<file path="src/rtl/mem_bus_if.sv">
// Wishbone master bridge for the MEM stage: one bus access per request, with
// ack/timeout/flush handling and a hold-off state while the pipeline is stalled.
//
// state        | meaning
// S_IDLE       | no bus cycle; accepts a new request from the MEM stage
// S_BUSY       | cyc/stb asserted, waiting for ack, flush or timeout
// S_WAIT_STALL | access done, load data parked in rd_buf until stall_i drops
module mem_bus_if #(
    parameter logic [7:0] TIMEOUT = 8'd255
) (
    input  logic        clk,
    input  logic        rst,
    input  logic        cpu_ce_i,
    input  logic        cpu_we_i,
    input  logic [31:0] cpu_addr_i,
    input  logic [31:0] cpu_data_i,
    input  logic [3:0]  cpu_sel_i,
    input  logic        stall_i,
    input  logic        flush_i,
    output logic [31:0] cpu_data_o,
    output logic        stallreq_o,
    output logic        bus_err_o,
    input  logic        wb_ack_i,
    input  logic [31:0] wb_dat_i,
    output logic [31:0] wb_adr_o,
    output logic [31:0] wb_dat_o,
    output logic [3:0]  wb_sel_o,
    output logic        wb_we_o,
    output logic        wb_stb_o,
    output logic        wb_cyc_o
);

    typedef enum logic [1:0] {
        S_IDLE       = 2'd0,
        S_BUSY       = 2'd1,
        S_WAIT_STALL = 2'd2
    } state_t;

    state_t      r_state;
    state_t      w_next;
    logic [7:0]  r_cnt;
    logic [31:0] r_rd_buf;
    logic        r_bus_err;

    logic w_busy;
    logic w_launch;
    logic w_ack;
    logic w_abort;
    logic w_flush_busy;

    assign w_busy       = (r_state == S_BUSY);
    assign w_launch     = (r_state == S_IDLE) && cpu_ce_i && !flush_i;
    assign w_flush_busy = w_busy && flush_i;
    // flush outranks ack, and ack outranks timeout, within the same cycle
    assign w_ack        = w_busy && !flush_i && wb_ack_i;
    assign w_abort      = w_busy && !flush_i && !wb_ack_i && (r_cnt == TIMEOUT);

    assign bus_err_o = r_bus_err;

    always_ff @(posedge clk) begin
        if (rst) begin
            r_state <= S_IDLE;
        end else begin
            r_state <= w_next;
        end
    end

    always_comb begin
        w_next = r_state;
        case (r_state)
            S_IDLE: begin
                if (w_launch) begin
                    w_next = S_BUSY;
                end
            end
            S_BUSY: begin
                if (flush_i) begin
                    w_next = S_IDLE;
                end else if (wb_ack_i) begin
                    w_next = stall_i ? S_WAIT_STALL : S_IDLE;
                end else if (r_cnt == TIMEOUT) begin
                    w_next = S_IDLE;
                end
            end
            S_WAIT_STALL: begin
                if (flush_i || !stall_i) begin
                    w_next = S_IDLE;
                end
            end
            default: w_next = S_IDLE;
        endcase
    end

    always_comb begin
        stallreq_o = 1'b0;
        cpu_data_o = 32'h0;
        if (!rst) begin
            case (r_state)
                S_IDLE: begin
                    stallreq_o = cpu_ce_i && !flush_i;
                    cpu_data_o = r_rd_buf;
                end
                S_BUSY: begin
                    stallreq_o = !wb_ack_i && !flush_i;
                    if (w_ack && !wb_we_o) begin
                        cpu_data_o = wb_dat_i;
                    end
                end
                S_WAIT_STALL: begin
                    cpu_data_o = r_rd_buf;
                end
                default: begin
                    stallreq_o = 1'b0;
                    cpu_data_o = 32'h0;
                end
            endcase
        end
    end

    always_ff @(posedge clk) begin
        if (rst) begin
            wb_adr_o  <= 32'h0;
            wb_dat_o  <= 32'h0;
            wb_sel_o  <= 4'h0;
            wb_we_o   <= 1'b0;
            wb_stb_o  <= 1'b0;
            wb_cyc_o  <= 1'b0;
            r_rd_buf  <= 32'h0;
            r_cnt     <= 8'h0;
            r_bus_err <= 1'b0;
        end else begin
            r_bus_err <= w_abort;
            if (w_launch) begin
                wb_adr_o <= cpu_addr_i;
                wb_dat_o <= cpu_data_i;
                wb_sel_o <= cpu_sel_i;
                wb_we_o  <= cpu_we_i;
                wb_stb_o <= 1'b1;
                wb_cyc_o <= 1'b1;
                r_cnt    <= 8'h0;
            end else if (w_flush_busy || w_ack || w_abort) begin
                wb_adr_o <= 32'h0;
                wb_dat_o <= 32'h0;
                wb_sel_o <= 4'h0;
                wb_we_o  <= 1'b0;
                wb_stb_o <= 1'b0;
                wb_cyc_o <= 1'b0;
                if (w_flush_busy || w_abort) begin
                    r_rd_buf <= 32'h0;
                end else if (!wb_we_o) begin
                    r_rd_buf <= wb_dat_i;
                end
            end else if (w_busy && (r_cnt != 8'hFF)) begin
                r_cnt <= r_cnt + 8'd1;
            end
        end
    end

endmodule

</file>
<file path="config.mk">
export PLATFORM = sky130hd
export DESIGN_NAME = mem_bus_if
export DESIGN_NICKNAME = d
export VERILOG_FILES = /design/src/rtl/mem_bus_if.sv
export SDC_FILE = /design/constraint.sdc
export NUM_CORES = 1
export LEC_CHECK = 0
export BUFFER_PORTS_ARGS = -buffer_cell sky130_fd_sc_hd__buf_2
export CORE_MARGIN = 1
export CORE_UTILIZATION = 51
export CTS_BUF_LIST = sky130_fd_sc_hd__clkbuf_4 sky130_fd_sc_hd__clkbuf_8
export DETAILED_ROUTE_END_ITERATION = 10
export GPL_ROUTABILITY_DRIVEN = 1
export PLACE_DENSITY = 0.86
export SETUP_SLACK_MARGIN = 0.2
export SYNTH_ARGS = -nofsm -noshare
export SYNTH_HDL_FRONTEND = slang
export SYNTH_SLANG_ARGS = --single-unit
export TNS_END_PERCENT = 1
</file>
<file path="constraint.sdc">
create_clock -name clk -period 3.43 [get_ports clk]
set_input_delay 0.1715 -clock clk [delete_from_list [all_inputs] [get_ports clk]]
set_output_delay 0.1715 -clock clk [all_outputs]
set_load 0.03 [all_outputs]
</file>
==> metrics.log, run 1 <==
INFO  metric status = finished clean
INFO  metric synth_seq_cells = between 100 and 150
INFO  metric post_synthesis_net_count = approximately 550
INFO  metric drt.antenna.violating_nets = 0
INFO  metric floorplan.rows = 33
INFO  metric max_clock_freq = between 0.4 and 0.5 GHz
INFO  metric ys.warnings.count = 0
INFO  metric finalCritPeriodShare = 69.7%
INFO  metric drc = 0
INFO  metric vdd_drop_max = roughly 0.00034 V
INFO  metric postCtsResizedCells = 0
INFO  metric grt.overflow.total = 0
INFO  metric setup.worst_path.end_class = output port
INFO  metric root_buffer = sky130_fd_sc_hd__clkbuf_8
INFO  metric timing.setup.critical_path_class = reg2out
INFO  metric min_path_type = in2reg
INFO  metric drt_pass1_iterations = 5
INFO  metric power_density = 483 nW/µm²
INFO  metric place_hpwl = around 7900 µm
INFO  metric tritoncts = done
INFO  metric total_leakage_power = roughly 2.9 nW
INFO  metric gr_usage_total = about 33%
INFO  metric cts_bufs_inserted = 17
INFO  metric last_weighted_congestion_value_of_the_routability_driven_placer = around 0.9
INFO  metric fp.dieArea = ~9000 µm²
INFO  metric io_buffers = around 210
INFO  metric synth.top_cell.area_share = between 50 and 60%
INFO  metric syn_area_per_cell = approximately 9.8 µm²
INFO  metric clk_pin_slew = around 70 ps
INFO  metric core_region_area = around 8000 µm²
INFO  metric final.setup.tns = 0 ps
INFO  metric worst_hold_slack = between 20 and 25 ps
INFO  metric nFillCells = 510
INFO  metric clkSinkCount = roughly 110
INFO  metric stdcell_count = ~800
INFO  metric grt_antenna_before_repair = 0
INFO  metric period_minus_slack = about 2400 ps
INFO  metric synth_area_leaders = sky130_fd_sc_hd__dfxtp_1 52%, sky130_fd_sc_hd__a22o_1 14%, sky130_fd_sc_hd__a21oi_1 7.9%, sky130_fd_sc_hd__nand2b_1 5.1%, sky130_fd_sc_hd__o21ai_0 3.8%
INFO  metric synth.lib_cells_used.distinct = 41
INFO  metric initial_core_util = roughly 53%
INFO  metric dieWidth = approximately 94 µm
INFO  metric placed_cells = between 700 and 800
INFO  metric relSlewSlack = slightly above 40%
INFO  metric number_of_global_route_vias_before_repair = approximately 4400
INFO  metric drive_gt1_share = 35.9%
INFO  metric clock_tree.buffer_depth = 2
INFO  metric worst_slack = slightly above 1000 ps
INFO  metric slowest_delay = about 340 ps
INFO  metric rsz0062_at_grt = no
INFO  metric routed_wl_per_cell = between 15 and 20 µm
INFO  metric maxCapViolCount = 0
INFO  metric route.final.wire_length = between 10000 and 15000 µm
INFO  metric clock-skew-final = 16.5 ps
INFO  metric slew_violations = 0
INFO  metric detail_route.vias_per_cell = between 5 and 6
INFO  metric syn2layout_area_growth = 49.6%
INFO  metric postSynthCellCount = 440
INFO  metric crit_path_start_kind = register
INFO  metric hold_violations = 0
INFO  metric diodes = 0
INFO  metric finalPower = 3.13 mW
INFO  metric timing.critical_path.cells = buf_4 > nand2_1 > nor4_4 > buf_4 > nand2_1 > a21oi_1 > buf_2
INFO  metric htreeDepth = 4
INFO  metric path_max_fanout = 42
INFO  metric worst-endpoint-arrival = around 2200 ps
INFO  metric synth_area_leader_cell = sky130_fd_sc_hd__dfxtp_1
INFO  metric detailroute.via_count = approximately 4600
INFO  metric yosysSeqAreaShare = a little over half
INFO  metric max_slew.worst_pin.slew = just under 900 ps
INFO  metric clock_insertion_delay_worst_skew = around 420 ps
INFO  metric drt_iter0_markers = ~220
INFO  metric final-setup-viol-count = 0
INFO  metric cp_data_required_time = between 3000 and 4000 ps
INFO  metric dp_slack = ~1300 ps
INFO  metric top_level_ports = approximately 210
INFO  metric design.final.nets = 814
INFO  metric mappedNetlistArea = 4320 µm²
INFO  metric chipHeight = roughly 94 µm
INFO  metric grt_max_degree = 71
INFO  metric cpMaxStageDelayCell = sky130_fd_sc_hd__buf_4
INFO  metric first_pass_grt_wire_length = ~22000 µm
[worst max-delay path, delay by kind of cell, from the launching register on]
kind	cells	cell delay (ps)
flops	1	300
simple gates	3	420
compound gates	1	190
buf+inv	3	880
[through the flow]
step | utilization, % | cell area [µm²]
after floorplan | - | 4320
after global placement | 65.1 | 5350
after detailed placement | 65.1 | 5350
after CTS | 78.7 | 6460
after global routing | 78.7 | 6460
final | 78.7 | 6460
[registers in the layout, summed over array words and instances (netlist names)]
name       flops
bus_err_o      1
r_rd_buf      32
wb_dat_o      32
wb_adr_o      32
wb_cyc_o       1
wb_we_o        1
r_cnt          8
wb_sel_o       4
r_state        2
[cell usage in the layout, fill, tap and decap left out, types with 2 or more instances in the layout]
master,instances
sky130_fd_sc_hd__clkbuf_8,20
sky130_fd_sc_hd__a22o_1,69
sky130_fd_sc_hd__buf_2,211
sky130_fd_sc_hd__nand3_1,2
sky130_fd_sc_hd__nand2_1,35
sky130_fd_sc_hd__or4_1,2
sky130_fd_sc_hd__nor4_1,3
sky130_fd_sc_hd__nor2_1,7
sky130_fd_sc_hd__nand4_1,3
sky130_fd_sc_hd__nand2b_1,35
sky130_fd_sc_hd__o21ai_0,33
sky130_fd_sc_hd__clkbuf_4,2
sky130_fd_sc_hd__nor2b_1,2
sky130_fd_sc_hd__clkinvlp_4,3
sky130_fd_sc_hd__mux2i_1,2
sky130_fd_sc_hd__xnor2_1,2
sky130_fd_sc_hd__bufinv_16,3
sky130_fd_sc_hd__a21oi_1,68
sky130_fd_sc_hd__dfxtp_1,113
sky130_fd_sc_hd__dlygate4sd3_1,69
sky130_fd_sc_hd__o31ai_1,2
sky130_fd_sc_hd__xor2_1,2
sky130_fd_sc_hd__buf_4,7
sky130_fd_sc_hd__clkinv_2,2
[metal layers]
| layer | share of wire (%) | global-route usage [%] |
|---|---|---|
| met3 | 7.1 | 8.74 |
| met4 | 4.9 | 20.1 |
| met1 | 37 | 35.9 |
| met5 | 0 | 0 |
| met2 | 51 | 56.9 |
[area by class of cell]
cell class	instances	area (µm²)	area share (%)
clock inverters	9	131	2.03
inverters	1	3.75	0.0581
clock buffers	22	290	4.49
well taps	105	131	2.03
multi-input cells	286	1850	28.6
flip-flops and latches	113	2260	35.0
repair buffers	287	1800	27.8
[power breakdown]
| group | switching, mW | leakage (nW) | total (mW) | internal (mW) |
|---|---|---|---|---|
| logic | 0.240 | 1.81 | 0.415 | 0.175 |
| registers | 0.0295 | 0.918 | 1.39 | 1.36 |
| clock network | 0.535 | 0.208 | 1.32 | 0.788 |
[synth_stat cells, drive strengths merged]
library cell    n
dfxtp         113
a22o           69
a21oi          68
nand2          35
nand2b         35
o21ai          34
clkbuf         24
buf            16
nor2            7
nor4            4
nand4           3
a211oi          2
mux2i           2
nand3           2
nor2b           2
nor3            2
nor4b           2
o31ai           2
or4             2
xnor2           2
xor2            2
a21o            1
a311oi          1
and3            1
and3b           1
and4            1
ha              1
inv             1
mux2            1
nor4bb          1
o211ai          1
or3b            1
or4b            1
[final timing paths]
| check | from | end | slack (ps) | cells after the start |
|---|---|---|---|---|
| worst max-delay path | r_state[0] | cpu_data_o[31] | 1040 | 7 |
| worst max register to register | r_state[0] | wb_dat_o[13] | 1150 | 5 |
| worst min register to register | r_rd_buf[4] | r_rd_buf[4] | 470 | 2 |
| worst min-delay path | wb_dat_i[5] | r_rd_buf[5] | 20 | 3 |
[kinds of logic (layout without fill, tap and decap cells)]
group / count (synthesis) / count (layout) / synth area share [%]
flip-flops: 113 / 113 / 52.3
multiplexers: 3 / 3 / 0.724
buffers and inverters: 41 / 319 / 5.30
XOR/XNOR: 4 / 4 / 0.811
AO/OA/AOI/OAI: 178 / 178 / 27.4
AND/OR/NAND/NOR: 100 / 100 / 13.1
adder cells (fa/ha/maj): 1 / 1 / 0.289
[what timing repair did]
item | 4_1_cts | 5_1_grt
buffers inserted | 0 | 0
hold endpoints to repair | 69 | 0
hold buffers | 69 | 0
No activity file was read; power rests on OpenSTA's default activity.
==> run 2: changes to the inputs <==
Settings changed: ABC_AREA from default to 1, CORE_UTILIZATION 51 to 49, PLACE_DENSITY 0.86 to 0.81.
Clock period 3.43 ns to 2.2 ns, I/O delays scaled along.
==> metrics.log, run 2 <==
INFO  metric syn_area_per_cell = ~7.6 µm²
INFO  metric htreeDepth = 4
INFO  metric period_minus_slack = 2000 ps
INFO  metric worst_hold_slack = between 70 and 80 ps
INFO  metric route.final.wire_length = 17600 µm
INFO  metric floorplan.rows = 35
INFO  metric worst-endpoint-arrival = ~1900 ps
INFO  metric max_clock_freq = between 0.5 and 0.6 GHz
INFO  metric synth.cells.most_frequent = 159 x sky130_fd_sc_hd__nand2_1, 143 x sky130_fd_sc_hd__a21oi_1, 113 x sky130_fd_sc_hd__dfxtp_1
INFO  metric worstRegToRegCells = 7
INFO  metric largestRegisters = r_rd_buf: 32 flops, wb_adr_o: 32 flops, wb_dat_o: 32 flops
INFO  metric synth.lib_cells_used.distinct = 22
INFO  metric min_from = wb_ack_i
INFO  metric cts_bufs_inserted = 17
INFO  metric routed_wl_per_cell = between 15 and 20 µm
INFO  metric post_synthesis_net_count = around 740
INFO  metric tritoncts = done
INFO  metric finalCritPeriodShare = between 90 and 100%
INFO  metric gr_usage_total = 33.8%
INFO  metric grt.overflow.total = 0
INFO  metric synth_area_leaders = sky130_fd_sc_hd__dfxtp_1 47%, sky130_fd_sc_hd__a21oi_1 15%, sky130_fd_sc_hd__nand4_1 14%, sky130_fd_sc_hd__nand2_1 12%, sky130_fd_sc_hd__clkbuf_1 2.3%
INFO  metric synth-edff-count = 0
INFO  metric design.final.nets = 1027
INFO  metric clock-skew-final = around 13 ps
INFO  metric launch_point_of_the_worst_path = r_state[0]
INFO  metric slowest_delay = between 300 and 400 ps
INFO  metric status = finished clean
INFO  metric synth_seq_cells = 113
INFO  metric final-setup-viol-count = 0
INFO  metric grt_max_degree = between 80 and 90
INFO  metric max_slew.worst_pin.slew = roughly 480 ps
INFO  metric fp.dieArea = ~10000 µm²
INFO  metric ys.warnings.count = 0
INFO  metric yosysSeqAreaShare = a little under half
INFO  metric min_path_type = in2reg
INFO  metric cp_data_required_time = approximately 2100 ps
INFO  metric grt_antenna_before_repair = 0
INFO  metric last_weighted_congestion_value_of_the_routability_driven_placer = ~0.86
INFO  metric detailroute.via_count = 6114
INFO  metric path_max_fanout = 8
INFO  metric clock_insertion_delay_worst_skew = around 420 ps
INFO  metric syn2layout_area_growth = 54.4%
INFO  metric root_buffer = sky130_fd_sc_hd__clkbuf_8
INFO  metric worstPathBufferInverterCount = 4
INFO  metric layout.cells.most_common = sky130_fd_sc_hd__buf_2
INFO  metric timing.critical_path.max_delay_family = buffers and inverters
INFO  metric slew_violations = 0
INFO  metric first_pass_grt_wire_length = approximately 27000 µm
INFO  metric detail_route.vias_per_cell = about 5.8
INFO  metric number_of_global_route_vias_before_repair = ~5800
INFO  metric cpMaxStageDelayCell = sky130_fd_sc_hd__dfxtp_2
INFO  metric vdd_drop_max = 0.000401 V
INFO  metric holdPathStages = 3
INFO  metric power_density = about 650 nW/µm²
INFO  metric synth_flop_cell = sky130_fd_sc_hd__dfxtp_1
INFO  metric total_leakage_power = between 3 and 4 nW
INFO  metric core_region_area = between 9000 and 10000 µm²
INFO  metric dieWidth = a little over 100 µm
INFO  metric synthArstFlopShare = 0%
INFO  metric setup.worst_path.end_class = output port
INFO  metric crit_path_start_kind = register
INFO  metric clkSinkCount = about 110
INFO  metric rsz0062_at_grt = yes
INFO  metric initial_core_util = about half
INFO  metric mappedNetlistArea = between 4000 and 5000 µm²
INFO  metric final.setup.tns = 0 ps
INFO  metric maxCapViolCount = 0
INFO  metric ff_latch_area = between 2000 and 2500 µm²
INFO  metric timing.setup.critical_path_class = reg2out
INFO  metric layout_common_cells = 198 x sky130_fd_sc_hd__buf_2, 156 x sky130_fd_sc_hd__nand2_1, 140 x sky130_fd_sc_hd__a21oi_1, 112 x sky130_fd_sc_hd__dfxtp_1, 106 x sky130_fd_sc_hd__nand4_1
INFO  metric synth_area_leader_cell = sky130_fd_sc_hd__dfxtp_1
INFO  metric hold_violations = 0
INFO  metric regToRegStartpoint = r_cnt[0]
INFO  metric drt.antenna.violating_nets = 0
INFO  metric synth.top_cell.area_share = a little under half
INFO  metric relSlewSlack = about two thirds
INFO  metric postSynthCellCount = 630
INFO  metric drc = 0
INFO  metric chipHeight = 101 µm
INFO  metric io_buffers = about 210
INFO  metric most_common_cell_in_the_netlist = sky130_fd_sc_hd__nand2_1
INFO  metric top_level_ports = around 210
INFO  metric drive_gt1_share = roughly 30%
INFO  metric nFillCells = 590
INFO  metric timing.critical_path.cells = inv_2 > nor2_4 > nand4_4 > buf_12 > inv_8 > nand2_2 > a21oi_2 > buf_6
INFO  metric clk_pin_slew = roughly 70 ps
INFO  metric clock_tree.buffer_depth = 2
INFO  metric drt_pass1_iterations = 7
INFO  metric drt_iter0_markers = about 430
INFO  metric crit_cells = 8
INFO  metric place_hpwl = ~9200 µm
INFO  metric multi_input_comb_area = 2190 µm²
[run 2: stage by stage]
stage | power (mW) | util [%] | worst slack, ps | instances | cell area, µm²
3_3_place_gp | 2.75 | 62.5 | 429 | 921 | 5860
4_1_cts | 4.83 | 78.0 | 213 | 1056 | 7310
3_5_place_dp | 2.76 | 62.5 | 352 | 921 | 5860
5_1_grt | 5.01 | 79.1 | 123 | 1061 | 7410
2_1_floorplan | 2.53 | - | 584 | 630 | 4800
6_report | 4.85 | 79.1 | 201 | 1062 | 7410
[run 2: kinds of logic (layout without fill, tap and decap cells)]
family / Yosys count / count (layout) / synth area share [%]
buffers and inverters: 80 / 382 / 8.24
flip-flops: 113 / 113 / 47.1
adder cells (fa/ha/maj): 1 / 1 / 0.261
XOR/XNOR: 2 / 2 / 0.365
AND/OR/NAND/NOR: 285 / 285 / 28.4
other: 0 / 1 / 0
AO/OA/AOI/OAI: 149 / 149 / 15.7
[run 2: timing repair]
action                                  4_1_cts  5_1_grt
pin swaps                                     0        3
gates resized for setup                       6       31
hold buffers                                102        0
buffers inserted                              0        3
endpoints found under the setup margin       32       41
gates cloned                                  1        2
hold endpoints to repair                    102        0
[run 2: worst paths after layout]
path | slack, ps | endpoint
min reg2reg | 480 | wb_adr_o[2]
max reg2reg | 290 | wb_dat_o[1]
max | 200 | cpu_data_o[29]
min | 70 | r_state[1]
[run 2: worst register-to-register path, cell delays in order (launching register included)]
cell and delay, ps:
sky130_fd_sc_hd__dfxtp_1 410, sky130_fd_sc_hd__ha_1 260, sky130_fd_sc_hd__nand3_2 140, sky130_fd_sc_hd__nor2_2 220, sky130_fd_sc_hd__nand2_4 190, sky130_fd_sc_hd__buf_12 270
sky130_fd_sc_hd__nand4_1 200, sky130_fd_sc_hd__a21oi_1 90
[run 2: power by group]
part / internal [mW] / leakage (nW) / switching [mW] / total, mW
clock: 1.11 / 0.205 / 0.837 / 1.95
combinational: 0.314 / 2.05 / 0.430 / 0.744
sequential: 2.11 / 0.919 / 0.0394 / 2.15
total: 3.54 / 3.18 / 1.31 / 4.85
[run 2: metal layers]
| layer | up-vias | routed length (µm) | track usage [%] |
|---|---|---|---|
| li1 | 2784 | - | - |
| met2 | 402 | 8760 | 58.0 |
| met1 | 2837 | 6430 | 37.2 |
| met3 | 91 | 1630 | 9.85 |
| met4 | 0 | 826 | 20.1 |
| met5 | - | 0 | 0 |
[run 2: layout make-up]
class,instances,share of cell area (%)
flip-flops and latches,113,30.5
clock inverters,10,1.47
clock buffers,22,3.92
repair buffers,328,30.9
multi-input cells,437,29.6
inverters,19,1.06
well taps,129,2.18
diodes,1,0.0338
repair inverters,3,0.354
